## src/rtl/lsu_mem_master.sv

```systemverilog
// Load/store master between the core's load/store decode and a word-organised
// data RAM. Byte, halfword and word accesses at byte addresses become word-port
// transactions; sub-word stores use read-modify-write. Little-endian lanes.
module lsu_mem_master #(
  parameter int WORD_WIDTH = 32,
  parameter int ENTRIES    = 100,
  parameter int ADDR_BITS  = $clog2(ENTRIES)
) (
  input  logic                  Clk,
  input  logic                  Rst,
  input  logic                  Req,
  input  logic                  Wr,
  input  logic [1:0]            Size,
  input  logic                  Signed,
  input  logic [31:0]           Addr,
  input  logic [WORD_WIDTH-1:0] WData,
  output logic                  Ready,
  output logic                  Done,
  output logic                  Err,
  output logic [WORD_WIDTH-1:0] RData,
  output logic [ADDR_BITS-1:0]  Mem_A,
  output logic                  Mem_WE,
  output logic [WORD_WIDTH-1:0] Mem_WD,
  input  logic [WORD_WIDTH-1:0] Mem_RD
);

  typedef enum logic [2:0] {
    IDLE   = 3'd0,
    LOAD   = 3'd1,
    RMW_RD = 3'd2,
    WRITE  = 3'd3,
    RESP   = 3'd4
  } state_t;

  state_t                state_r, state_next_s;
  logic [1:0]            size_r;
  logic                  signed_r;
  logic [ADDR_BITS-1:0]  idx_r;
  logic [1:0]            lane_r;
  logic [WORD_WIDTH-1:0] wdata_r;
  logic [WORD_WIDTH-1:0] merge_r;
  logic                  err_r;
  logic [WORD_WIDTH-1:0] rdata_r;
  logic                  accept_s;
  logic                  req_err_s;
  logic                  out_of_range_s;
  logic                  misaligned_s;

  // Select the addressed lane of a read word and zero/sign-extend it.
  function automatic logic [31:0] load_extract(input logic [31:0] word,
                                               input logic [1:0]  size,
                                               input logic        sgn,
                                               input logic [1:0]  lane);
    logic [7:0]  b;
    logic [15:0] h;
    logic [31:0] res;
    b = word[{lane, 3'b000} +: 8];
    h = lane[1] ? word[31:16] : word[15:0];
    case (size)
      2'b00:   res = sgn ? {{24{b[7]}}, b} : {24'd0, b};
      2'b01:   res = sgn ? {{16{h[15]}}, h} : {16'd0, h};
      default: res = word;
    endcase
    return res;
  endfunction

  // Replace the addressed lane(s) of the old word with right-aligned store data.
  function automatic logic [31:0] store_merge(input logic [31:0] old_word,
                                              input logic [31:0] wd,
                                              input logic [1:0]  size,
                                              input logic [1:0]  lane);
    logic [31:0] res;
    res = old_word;
    case (size)
      2'b00: res[{lane, 3'b000} +: 8] = wd[7:0];
      2'b01: begin
        if (lane[1]) begin
          res[31:16] = wd[15:0];
        end else begin
          res[15:0] = wd[15:0];
        end
      end
      default: res = wd;
    endcase
    return res;
  endfunction

  assign accept_s = (state_r == IDLE) && Req;

  // Classify the incoming request as illegal, out of range or misaligned.
  always_comb begin
    out_of_range_s = (Addr[31:2] >= 30'(ENTRIES));
    misaligned_s   = 1'b0;
    case (Size)
      2'b01:   misaligned_s = Addr[0];
      2'b10:   misaligned_s = (Addr[1:0] != 2'b00);
      default: misaligned_s = 1'b0;
    endcase
    req_err_s = out_of_range_s | misaligned_s | (Size == 2'b11);
  end

  // State register.
  always_ff @(posedge Clk or negedge Rst) begin
    if (!Rst) begin
      state_r <= IDLE;
    end else begin
      state_r <= state_next_s;
    end
  end

  // Next-state decode; the access path is chosen once at acceptance.
  always_comb begin
    state_next_s = state_r;
    case (state_r)
      IDLE: begin
        if (Req) begin
          if (req_err_s) begin
            state_next_s = RESP;
          end else if (!Wr) begin
            state_next_s = LOAD;
          end else if (Size == 2'b10) begin
            state_next_s = WRITE;
          end else begin
            state_next_s = RMW_RD;
          end
        end else begin
          state_next_s = IDLE;
        end
      end
      LOAD:    state_next_s = RESP;
      RMW_RD:  state_next_s = WRITE;
      WRITE:   state_next_s = RESP;
      RESP:    state_next_s = IDLE;
      default: state_next_s = IDLE;
    endcase
  end

  // Latch request fields at acceptance so later input changes are ignored.
  always_ff @(posedge Clk or negedge Rst) begin
    if (!Rst) begin
      size_r   <= 2'b00;
      signed_r <= 1'b0;
      idx_r    <= '0;
      lane_r   <= 2'b00;
      wdata_r  <= '0;
      err_r    <= 1'b0;
    end else if (accept_s) begin
      size_r   <= Size;
      signed_r <= Signed;
      idx_r    <= Addr[ADDR_BITS+1:2];
      lane_r   <= Addr[1:0];
      wdata_r  <= WData;
      err_r    <= req_err_s;
    end else begin
      err_r    <= err_r;
    end
  end

  // Capture the old RAM word for a sub-word read-modify-write.
  always_ff @(posedge Clk or negedge Rst) begin
    if (!Rst) begin
      merge_r <= '0;
    end else if (state_r == RMW_RD) begin
      merge_r <= Mem_RD;
    end else begin
      merge_r <= merge_r;
    end
  end

  // Load result register; updated only when a load completes its read.
  always_ff @(posedge Clk or negedge Rst) begin
    if (!Rst) begin
      rdata_r <= '0;
    end else if (state_r == LOAD) begin
      rdata_r <= load_extract(Mem_RD, size_r, signed_r, lane_r);
    end else begin
      rdata_r <= rdata_r;
    end
  end

  // Decode handshake and RAM port outputs from the registered state.
  always_comb begin
    Ready  = 1'b0;
    Done   = 1'b0;
    Mem_A  = '0;
    Mem_WE = 1'b0;
    Mem_WD = '0;
    case (state_r)
      IDLE:   Ready = 1'b1;
      LOAD:   Mem_A = idx_r;
      RMW_RD: Mem_A = idx_r;
      WRITE: begin
        Mem_A  = idx_r;
        Mem_WE = 1'b1;
        if (size_r == 2'b10) begin
          Mem_WD = wdata_r;
        end else begin
          Mem_WD = store_merge(merge_r, wdata_r, size_r, lane_r);
        end
      end
      RESP:    Done = 1'b1;
      default: Ready = 1'b0;
    endcase
  end

  assign Err   = err_r;
  assign RData = rdata_r;

endmodule

```

## config.mk

```make
export PLATFORM = sky130hd
export DESIGN_NAME = lsu_mem_master
export DESIGN_NICKNAME = d
export VERILOG_FILES = /design/src/rtl/lsu_mem_master.sv
export SDC_FILE = /design/constraint.sdc
export NUM_CORES = 1
export LEC_CHECK = 0
export BUFFER_PORTS_ARGS = -buffer_cell sky130_fd_sc_hd__buf_2
export CORE_ASPECT_RATIO = 0.75
export CORE_MARGIN = 1
export CORE_UTILIZATION = 57
export DETAILED_ROUTE_END_ITERATION = 12
export HOLD_SLACK_MARGIN = 0.05
export PLACE_DENSITY = 0.93
export SLEW_MARGIN = 10
export SYNTH_ARGS = -nofsm -noshare
export SYNTH_HDL_FRONTEND = slang
export SYNTH_SLANG_ARGS = --single-unit
```

## constraint.sdc

```tcl
create_clock -name Clk -period 6.45 [get_ports Clk]
set_clock_uncertainty 0.2 [all_clocks]
set_input_delay 0.9675 -clock Clk [delete_from_list [all_inputs] [get_ports Clk]]
set_output_delay 0.9675 -clock Clk [all_outputs]
set_load 0.1 [all_outputs]
```

==> flow_summary.json <==
{
  "status": "finished, final reports clean",
  "ys.flop_type": "dfrtp_1",
  "final.period_utilization_pct": 73.7,
  "slowest_stage": "nor4bb_2",
  "ioPinCount": 178,
  "tritoncts": "done",
  "start_util_pct": 58.6,
  "required_ns": 5.28,
  "finalWorstPathRequiredPeriod_ns": 4.75,
  "wirelength_um": 18600,
  "slew_headroom_pct": 22.6,
  "cts_sinks": 112,
  "synth.distinct_cells": 50,
  "start_kind": "flip-flop",
  "grt_pass1_wl_um": 29600,
  "clock.fmax_ghz": 0.210,
  "vias_per_cell": 6.37,
  "syn-num-nets": 727,
  "hp-class": "reg -> reg",
  "dieArea_um2": 11700,
  "clock_latency_ns": 0.35,
  "crit_arrival_ns": 3.59,
  "powerDensity_nw_per_um2": 231,
  "first_pass_iters": 5,
  "syn-cell-area_um2": 6410,
  "post-place-ws_ns": 1.89,
  "synth_largest_area_cell": "dfrtp_1",
  "cp_max_fo": 17,
  "nFillCells": 784,
  "crit_start": "lane_r[0]",
  "worst_slew_pin_slew_ns": 1.16,
  "placed_area_um2": 7290,
  "root_buffer": "clkbuf_16",
  "ir_worst_vdd_uv": 141,
  "netlist_instances": 616,
  "ys_warn_count": 0,
  "fin_nets": 870,
  "design_area_um2": 7620,
  "cts_buffer_depth": 2,
  "drt_iter0_markers": 508,
  "gp_congestion": 0.841,
  "numCtsBuffers": 9,
  "std_cell_rows": 33,
  "tns_ns": 0,
  "fin_hold_ws_ns": 0.290,
  "first_global_vias": 5554,
  "worst_slack_ns": 1.70,
  "avgSynthCellArea_um2": 10.4,
  "htree_levels": 3,
  "cts_setup_buffers": 0,
  "design.core.area_um2": 10900,
  "rsz0062_at_grt": "no",
  "synth_edf_count": 0,
  "io_buffer_count": 177,
  "avgRoutedWirePerCell_um": 20.6,
  "cts_hold_buf": 0,
  "final_cell_mix": "buf_2 (176), dfrtp_1 (109), nand2_1 (60), mux2_2 (45), nand3_1 (40)",
  "hold_viol": 0,
  "grt_antenna_before_repair": 0,
  "synth_seq_cells": 112,
  "clk_pin_slew_ns": 0.07,
  "cts_resized": 0,
  "route.vias.total": 5755,
  "setup_viol": 0,
  "post-route-drc-count": 0,
  "areaGrowthSynthToFinish_pct": 18.9,
  "die_h_um": 93.8,
  "multi_input_area_um2": 3350,
  "grt_max_degree": 80,
  "n_antenna_cell": 0,
  "p_leak_nw": 3.52,
  "postRouteAntennaNets": 0,
  "worstSetupPathType": "reg -> out",
  "async_reset_ff_share_pct": 100,
  "drive_above_1_share_pct": 34.6,
  "slew_violations": 0,
  "yosysTopAreaCellShare_pct": 43.7,
  "dpl.hpwl_um": 13100,
  "slowest_delay_ns": 0.73,
  "final_common_cell": "buf_2",
  "cp_num_buf_inv": 2,
  "crit_family": "compound AO/OA/AOI/OAI gates",
  "seq_area_um2": 2810,
  "hold_start": "RData[27]",
  "overflow": 0,
  "yosysSeqAreaShare_pct": 43.7,
  "synthTopCellsByArea": "dfrtp_1 (44%), mux2_2 (7.9%), mux2_1 (6.3%)",
  "r2r_start": "size_r[1]",
  "maxCapViolCount": 0,
  "cp_cell_sequence": "inv_1 > ha_1 > nor4bb_2 > a221oi_1 > a211o_1 > a21oi_1 > buf_2",
  "die_x_um": 124,
  "cp-end-kind": "primary output",
  "grt_usage_pct": 32.8
}
==> where the power goes <==
group          switching [W]  internal (W)  leakage, nW
Combinational       0.000196      0.000147         2.03
Clock               0.000259      0.000349        0.155
Sequential         0.0000682      0.000743         1.33
Total               0.000523       0.00124         3.52
==> worst register-to-register path, delay by kind of cell (launching register included) <==
kind               cells  cell delay [ns]
and+or+nand+nor        2             1.25
AOI/OAI and AO/OA      1             0.27
DFF                    1             0.75
==> final cells by class <==
| type | count | share of cell area (%) |
|---|---|---|
| Clock buffer | 10 | 3.14 |
| Tap cell | 140 | 2.30 |
| Sequential cell | 112 | 36.8 |
| Timing Repair Buffer | 184 | 12.3 |
| Multi-Input combinational cell | 444 | 43.9 |
| Inverter | 8 | 0.394 |
| Clock inverter | 5 | 1.07 |
==> per-stage QoR <==
step                std cells  utilization [%]  power (W)
global route              903             69.7    0.00183
CTS                       903             69.5    0.00175
detailed placement        888             66.6    0.00115
global placement          888             66.6    0.00113
finish                    903             69.7    0.00176
floorplan                 616                -    0.00104
==> cell families (layout without fill, tap and decap cells) <==
| family | Yosys count | in the layout | share of synthesized area [%] |
|---|---|---|---|
| muxes | 106 | 106 | 18.4 |
| adders and majority gates | 8 | 8 | 1.56 |
| DFF | 112 | 112 | 43.7 |
| buffers and inverters | 60 | 207 | 4.37 |
| and+or+nand+nor | 181 | 181 | 14.3 |
| AOI/OAI and AO/OA | 149 | 149 | 17.6 |
==> synthesized netlist by cell type, types with 4 or more instances <==
| master | instances |
|---|---|
| a221oi_1 | 16 |
| nand2b_1 | 4 |
| nor4_1 | 6 |
| o21bai_1 | 8 |
| a41oi_1 | 7 |
| buf_4 | 8 |
| or3_1 | 7 |
| a22oi_1 | 8 |
| mux2_1 | 36 |
| nor3b_1 | 8 |
| o41ai_1 | 8 |
| ha_1 | 8 |
| o22ai_1 | 8 |
| a211o_1 | 16 |
| mux2i_1 | 23 |
| o21ai_0 | 4 |
| nand2_1 | 60 |
| clkbuf_1 | 22 |
| a21oi_1 | 34 |
| nand3_1 | 40 |
| a211oi_1 | 7 |
| a22o_1 | 16 |
| nor2b_1 | 10 |
| inv_1 | 8 |
| buf_2 | 20 |
| dfrtp_1 | 112 |
| a21o_1 | 9 |
| and2_1 | 9 |
| mux2_2 | 45 |
| nor2_1 | 24 |
==> flip-flops by register name, indices dropped and copies added (netlist names) <==
signal and count:
size_r 2, merge_r 32, state_r 3, wdata_r 32, RData 32, signed_r 1
lane_r 2, idx_r 7, Err 1
==> routing by layer <==
metal	global-route usage (%)	vias to the layer above	part of all wire, %	routed length, µm
met2	50.8	351	45	8480
li1	-	2570	-	-
met3	7.18	50	9.5	1760
met1	44.8	2784	43	7940
met5	0	-	0	0
met4	13.3	0	2.5	459
==> worst paths after layout <==
check,end,slack (ns),cells after the start
hold / removal,RData[27],0.29,2
setup reg to reg,RData[3],3.88,3
min in group asynchronous,RData[24],0.47,1
setup / recovery,Mem_WD[17],1.70,7
hold reg to reg,RData[27],0.29,2
max in group asynchronous,size_r[0],4.34,2
Power figures use the tool's default switching activity.
